--- src/rtl/morning_java_pkg.sv ---
// Shared constants and state encodings for the morning_java serial sqrt project.
package morning_java_pkg;
  localparam logic [7:0] PROJECT_ID = 8'h01;
  localparam int         NREG       = 8;
  localparam int         SQRT_STEPS = 8;

  localparam logic [2:0] R_DAC_LO = 3'd4;
  localparam logic [2:0] R_DAC_HI = 3'd5;
  localparam logic [2:0] R_TRIG   = 3'd7;

  typedef enum logic [1:0] {RX_IDLE, RX_DATA, RX_STOP} rx_state_e;
  typedef enum logic [1:0] {TX_IDLE, TX_START, TX_DATA, TX_STOP} tx_state_e;
endpackage

--- src/rtl/morning_java_uart_rx.sv ---
// 1x-sampled UART receiver: one bit per clk, LSB first, tms captured with the stop bit.
module morning_java_uart_rx
  import morning_java_pkg::*;
(
  input  logic       i_clk,
  input  logic       i_rst_n,
  input  logic       i_tdi,
  input  logic       i_tms,
  output logic [7:0] o_byte,
  output logic       o_tms,
  output logic       o_valid
);
  rx_state_e  r_state, w_nxt;
  logic [2:0] r_cnt;
  logic [7:0] r_sh, r_byte;
  logic       r_tms, r_valid;

  always_comb begin
    w_nxt = r_state;
    case (r_state)
      RX_IDLE: if (!i_tdi) w_nxt = RX_DATA;
      RX_DATA: if (r_cnt == 3'd7) w_nxt = RX_STOP;
      RX_STOP: w_nxt = RX_IDLE;
      default: w_nxt = RX_IDLE;
    endcase
  end

  always_ff @(posedge i_clk or negedge i_rst_n) begin
    if (!i_rst_n) begin
      r_state <= RX_IDLE;
      r_cnt   <= '0;
      r_sh    <= '0;
      r_byte  <= '0;
      r_tms   <= 1'b0;
      r_valid <= 1'b0;
    end else begin
      r_state <= w_nxt;
      r_valid <= 1'b0;
      case (r_state)
        RX_IDLE: r_cnt <= '0;
        RX_DATA: begin
          r_sh  <= {i_tdi, r_sh[7:1]};
          r_cnt <= r_cnt + 3'd1;
        end
        RX_STOP: if (i_tdi) begin
          // A low stop bit is a framing error; the byte is silently dropped.
          r_valid <= 1'b1;
          r_byte  <= r_sh;
          r_tms   <= i_tms;
        end
        default: ;
      endcase
    end
  end

  assign o_byte  = r_byte;
  assign o_tms   = r_tms;
  assign o_valid = r_valid;
endmodule

--- src/rtl/morning_java_top.sv ---
// Serial-addressed register file driving a bit-serial 16-bit sqrt whose root is sent back over UART.
module morning_java_top
  import morning_java_pkg::*;
(
  input  logic [7:0] io_in,
  output logic [7:0] io_out
);
  logic w_clk, w_rst_n, w_mode, w_uart_clk, w_tck, w_tms, w_tdi, w_unused;
  assign w_clk      = io_in[0];
  assign w_rst_n    = io_in[1];
  assign w_unused   = io_in[2];
  assign w_mode     = io_in[3];
  assign w_uart_clk = io_in[4];
  assign w_tck      = io_in[5];
  assign w_tms      = io_in[6];
  assign w_tdi      = io_in[7];

  logic [7:0] w_rx_byte;
  logic       w_rx_tms, w_rx_valid;

  morning_java_uart_rx u_rx (
    .i_clk  (w_clk),
    .i_rst_n(w_rst_n),
    .i_tdi  (w_tdi),
    .i_tms  (w_tms),
    .o_byte (w_rx_byte),
    .o_tms  (w_rx_tms),
    .o_valid(w_rx_valid)
  );

  logic                 r_sel, r_busy;
  logic [NREG-1:0][3:0] r_regs;
  logic [2:0]           w_idx;
  logic                 w_wr, w_trig;

  assign w_idx  = w_rx_byte[6:4];
  assign w_wr   = w_rx_valid && w_rx_tms && r_sel;
  assign w_trig = w_wr && (w_idx == R_TRIG) && !r_busy;

  always_ff @(posedge w_clk or negedge w_rst_n) begin
    if (!w_rst_n) begin
      r_sel  <= 1'b0;
      r_regs <= '0;
    end else begin
      if (w_rx_valid && !w_rx_tms) r_sel <= (w_rx_byte == PROJECT_ID);
      if (w_wr) r_regs[w_idx] <= w_rx_byte[3:0];
    end
  end

  // Restoring sqrt: each step pulls the next two radicand bits into the remainder.
  logic [15:0] r_x;
  logic [11:0] r_rem, w_sh, w_trial;
  logic [7:0]  r_root;
  logic [2:0]  r_sq_cnt;
  logic        r_sq_run, r_sq_done, w_ge;

  assign w_sh    = 12'({r_rem, r_x[15:14]});
  assign w_trial = {2'b00, r_root, 2'b01};
  assign w_ge    = (w_sh >= w_trial);

  always_ff @(posedge w_clk or negedge w_rst_n) begin
    if (!w_rst_n) begin
      r_x       <= '0;
      r_rem     <= '0;
      r_root    <= '0;
      r_sq_cnt  <= '0;
      r_sq_run  <= 1'b0;
      r_sq_done <= 1'b0;
    end else begin
      r_sq_done <= 1'b0;
      if (w_trig) begin
        // Radicand uses R0..R3 as they stood before this R7 write.
        r_x      <= {r_regs[3], r_regs[2], r_regs[1], r_regs[0]};
        r_rem    <= '0;
        r_root   <= '0;
        r_sq_cnt <= '0;
        r_sq_run <= 1'b1;
      end else if (r_sq_run) begin
        r_x      <= {r_x[13:0], 2'b00};
        r_rem    <= w_ge ? (w_sh - w_trial) : w_sh;
        r_root   <= {r_root[6:0], w_ge};
        r_sq_cnt <= r_sq_cnt + 3'd1;
        if (r_sq_cnt == 3'(SQRT_STEPS - 1)) begin
          r_sq_run  <= 1'b0;
          r_sq_done <= 1'b1;
        end
      end
    end
  end

  tx_state_e  r_tx_state, w_tx_nxt;
  logic [7:0] r_tx_sh;
  logic [2:0] r_tx_cnt;
  logic       w_tdo;

  always_comb begin
    w_tx_nxt = r_tx_state;
    w_tdo    = 1'b1;
    case (r_tx_state)
      TX_IDLE:  if (r_sq_done) w_tx_nxt = TX_START;
      TX_START: begin
        w_tdo    = 1'b0;
        w_tx_nxt = TX_DATA;
      end
      TX_DATA: begin
        w_tdo = r_tx_sh[0];
        if (r_tx_cnt == 3'd7) w_tx_nxt = TX_STOP;
      end
      TX_STOP:  w_tx_nxt = TX_IDLE;
      default:  w_tx_nxt = TX_IDLE;
    endcase
  end

  always_ff @(posedge w_clk or negedge w_rst_n) begin
    if (!w_rst_n) begin
      r_tx_state <= TX_IDLE;
      r_tx_sh    <= '0;
      r_tx_cnt   <= '0;
      r_busy     <= 1'b0;
    end else begin
      r_tx_state <= w_tx_nxt;
      case (r_tx_state)
        TX_IDLE: begin
          r_tx_sh  <= r_root;
          r_tx_cnt <= '0;
        end
        TX_DATA: begin
          r_tx_sh  <= {1'b0, r_tx_sh[7:1]};
          r_tx_cnt <= r_tx_cnt + 3'd1;
        end
        default: ;
      endcase
      if (w_trig) r_busy <= 1'b1;
      else if (r_tx_state == TX_STOP) r_busy <= 1'b0;
    end
  end

  assign io_out[4:0] = {r_regs[R_DAC_HI][0], r_regs[R_DAC_LO]};
  assign io_out[5]   = w_mode ? w_uart_clk : w_tck;
  assign io_out[6]   = r_busy;
  assign io_out[7]   = w_tdo;
endmodule

--- config.mk ---
export PLATFORM = sky130hd
export DESIGN_NAME = morning_java_top
export DESIGN_NICKNAME = d
export VERILOG_FILES = /design/src/rtl/morning_java_pkg.sv /design/src/rtl/morning_java_uart_rx.sv /design/src/rtl/morning_java_top.sv
export SDC_FILE = /design/constraint.sdc
export NUM_CORES = 1
export LEC_CHECK = 0
export ABC_AREA = 1
export CORE_MARGIN = 5
export CORE_UTILIZATION = 37
export DETAILED_ROUTE_END_ITERATION = 16
export GPL_ROUTABILITY_DRIVEN = 0
export SLEW_MARGIN = 0
export SYNTH_ARGS = -nofsm -noshare
export SYNTH_HDL_FRONTEND = slang
export SYNTH_SLANG_ARGS = --single-unit
--- constraint.sdc ---
create_clock -name io_in -period 1.9 [get_ports io_in]
set_clock_uncertainty 0.15 [all_clocks]
set_input_delay 0.38 -clock io_in [delete_from_list [all_inputs] [get_ports io_in]]
set_output_delay 0.38 -clock io_in [all_outputs]
set_load 0.05 [all_outputs]
==> summary.txt <==
Floorplanning
  • Die width: 122 microns
  • IO Pins: 16
  • Row Count: 40
  • Initial Utilization: between 30% and 40%
  • Die area: ~15000 sq um
  • Die Y: roughly 120 microns
  • Core Box Area: approximately 12000 sq um

Worst setup path
  • CP max stage delay: between 0.2 and 0.3 ns
  • Worst EP required: 1.37 ns
  • Crit start category: clock port
  • Buf/Inv on CP: 1
  • Crit Path Class: clk2out
  • CP max FO: 1
  • Element type at the critical path end: primary output
  • Critical Path AT: about 1.4 ns
  • Slowest CP cell: mux2_2
  • Cell family with most CP delay: multiplexers
  • CP cell instances: mux2_2, buf_6

Power
  • Leakage power total: ~2.4 nW
  • Overall power: 7.41 mW
  • Peak VDD IR: ~1.4 mV
  • PD cells: about 1200 nW/um^2

CTS
  • Clk slew on worst S/H paths: 0.07 ns
  • CTS Hold Buffers Added: 0
  • CTS tree: built
  • Clock Latency Late Sink: about 0.34 ns

Timing
  • Tightest Pin Transition: ~0.68 ns
  • Final Hold Vio Count: 100
  • Worst hold slack: -0.471 ns
  • Rel. slew slack: between 50% and 60%
  • RSZ-0062 raised after global routing: yes
  • Endpoints failing setup: 0
  • Final max-slew violation count: 0

Yosys
  • Syn nets: ~560
  • Post-synthesis mux area share: less than 1%
  • Ys Warns: 0
  • Number of synthesized flops with an enable pin: 0
  • Top cell type's share of synthesized area: approximately 53%
  • Xor/xnor share of the synthesized area: less than 1%
  • Seq/Total Area, Yosys: a little over half
  • Adder-cell area share of the yosys netlist: under 10%
  • Post-synthesis simple-gate area fraction: between 20% and 30%
  • Area leader, netlist: dfrtp_1
  • Largest family of logic cells by synthesized area: simple AND/OR/NAND/NOR gates
  • Synth cell types: 35
  • Cell Area, Synth: 4620 sq um
  • Synth async-reset ratio: 100%
  • Main flop type after synthesis: dfrtp_1
  • FF+latch count, synth: 98
  • Area contributors post-synth: dfrtp_1 53%, nand2_1 12%, ha_1 5.4%
  • Synth Area in Compound Gates: between 10% and 20%
  • Post-Syn Instances: ~530
  • Mean post-synth cell area: roughly 8.8 sq um

Flow run
  • Max Cap Violations: 0

Cells and area
  • Antenna Cells: 0
  • Fin nets: 610
  • Share of cells above drive strength 1: 23.9%
  • Final design utilization: around 50%
  • Commonest non-fill, non-tap cells in the layout: 141 x nand2_1, 95 x dfrtp_1, 46 x inv_1, 41 x buf_4, 36 x nor2_1
  • Most common library cell in the layout ignoring fill and taps: nand2_1
  • Area Overhead vs Synth: 31.8%

Drt
  • Remaining DRCs: 0
  • First-pass detailed-route iteration total: 5
  • Via density: about 5
  • WL final: about 10 mm
  • Iteration-0 DRC Markers: roughly 210
  • Routed via count: roughly 3700
  • Routed wire length per instance: roughly 14 microns
  • DRT antenna net count: 0

Status
  • Status: finished with violations
  • Violated checks: hold timing

Placed design
  • # port buffers: 8
  • Detailed Place HPWL: between 6 and 7 mm

Global routing
  • Tot GR Track Use: around 16%
  • Largest net degree at the start of global routing: 18
  • First-pass GRT wire length: approximately 18 mm
  • Initial antenna violation count: 0
  • Vias in the first global route: approximately 4000
  • Grt total ovfl: 0

Min path
  • Worst Hold Class: clk2async
## worst register-to-register path, stage by stage (launching register included)
cell and delay [ns]:
dfrtp_1 0.41, ha_4 0.31, nand2_2 0.06, inv_2 0.07, nand2_2 0.06, nor2_2 0.12, nand2_2 0.08, nand3_4 0.11
buf_6 0.13, nor2_4 0.04, nor2_2 0.09, nand2_1 0.08, nand2_1 0.06
## sequential cells by signal, indices dropped and copies added, names as in the netlist, 3 cells and up
name         count
r_sq_cnt         3
u_rx.o_byte      8
r_tx_sh          8
u_rx.r_sh        8
r_regs          16
u_rx.r_cnt       3
r_x             16
r_tx_cnt         3
io_out           5
r_rem           10
r_root           8
## through the flow
stage	cells	instance area (sq um)	worst slack [ns]	setup TNS [ns]
6_report	763	6080	0.0105	0
5_1_grt	763	6080	-0.0435	-0.221
4_1_cts	752	5860	0.00799	0
3_5_place_dp	708	4960	-0.556	-0.686
3_3_place_gp	708	4960	-0.556	-0.556
2_1_floorplan	527	4620	0.0448	0
## layer usage
layer,routed length (microns),global-route usage [%],vias to the layer above
li1,-,-,1844
met1,4380,16.4,1741
met2,4930,20.8,95
met3,648,11.8,29
met4,393,15.6,0
met5,0,0,-
## synth_stat cells, types with 2 or more instances
cell type / count
a22o_1: 4
inv_1: 54
clkbuf_1: 4
o211ai_1: 3
xnor2_1: 2
buf_6: 2
o22ai_1: 17
nand3_1: 26
a21oi_1: 23
nand4_1: 6
o21ai_0: 37
nor2_2: 4
buf_4: 9
inv_2: 2
buf_2: 5
nand2_1: 150
dfrtp_1: 98
ha_1: 20
nor2_1: 39
a31oi_1: 7
## worst paths after layout
path	from	endpoint	slack [ns]	depth (start not counted)
max	io_in[3]	io_out[5]	0.01	2
min	io_in[1]	r_x[12]$_DFFE_PN0P_	-0.47	2
max reg2reg	r_rem[5]$_DFFE_PN0P_	r_rem[2]$_DFFE_PN0P_	0.07	12
min reg2reg	r_x[10]$_DFFE_PN0P_	r_x[12]$_DFFE_PN0P_	0.34	2
max in group asynchronous	io_in[1]	r_tx_state[1]$_DFFE_PN0P_	1.94	2
min in group io_in	io_in[6]	u_rx.o_tms$_DFFE_PN0P_	-0.36	2
## final cells by class
class	count	area [sq um]
tap	168	210
timing repair buffer	45	355
clock buffer	27	629
clock inverter	16	201
sequential	98	2460
fill	1116	6030
multi-input combinational	352	2020
inverter	57	216
## repair_timing
action                     CTS  global route
setup endpoints to repair   16            21
pin swaps                    2            16
setup buffers                2            10
gates cloned                 1             1
resized for setup           19            41
## cell families after synthesis
logic type,after synthesis
buffers and inverters,78
AOI/OAI and AO/OA,94
muxes,1
xor gates and xnor gates,3
and+or+nand+nor,233
adders and majority gates,20
DFF,98
## report_power, final
part | internal (mW) | leakage, nW | switching, mW
combinational | 0 | 0.571 | 0
clock | 2.98 | 0.448 | 2.36
sequential | 2.07 | 1.37 | 0
total | 5.05 | 2.39 | 2.36
Note: power is estimated with default switching activity, not from simulation.
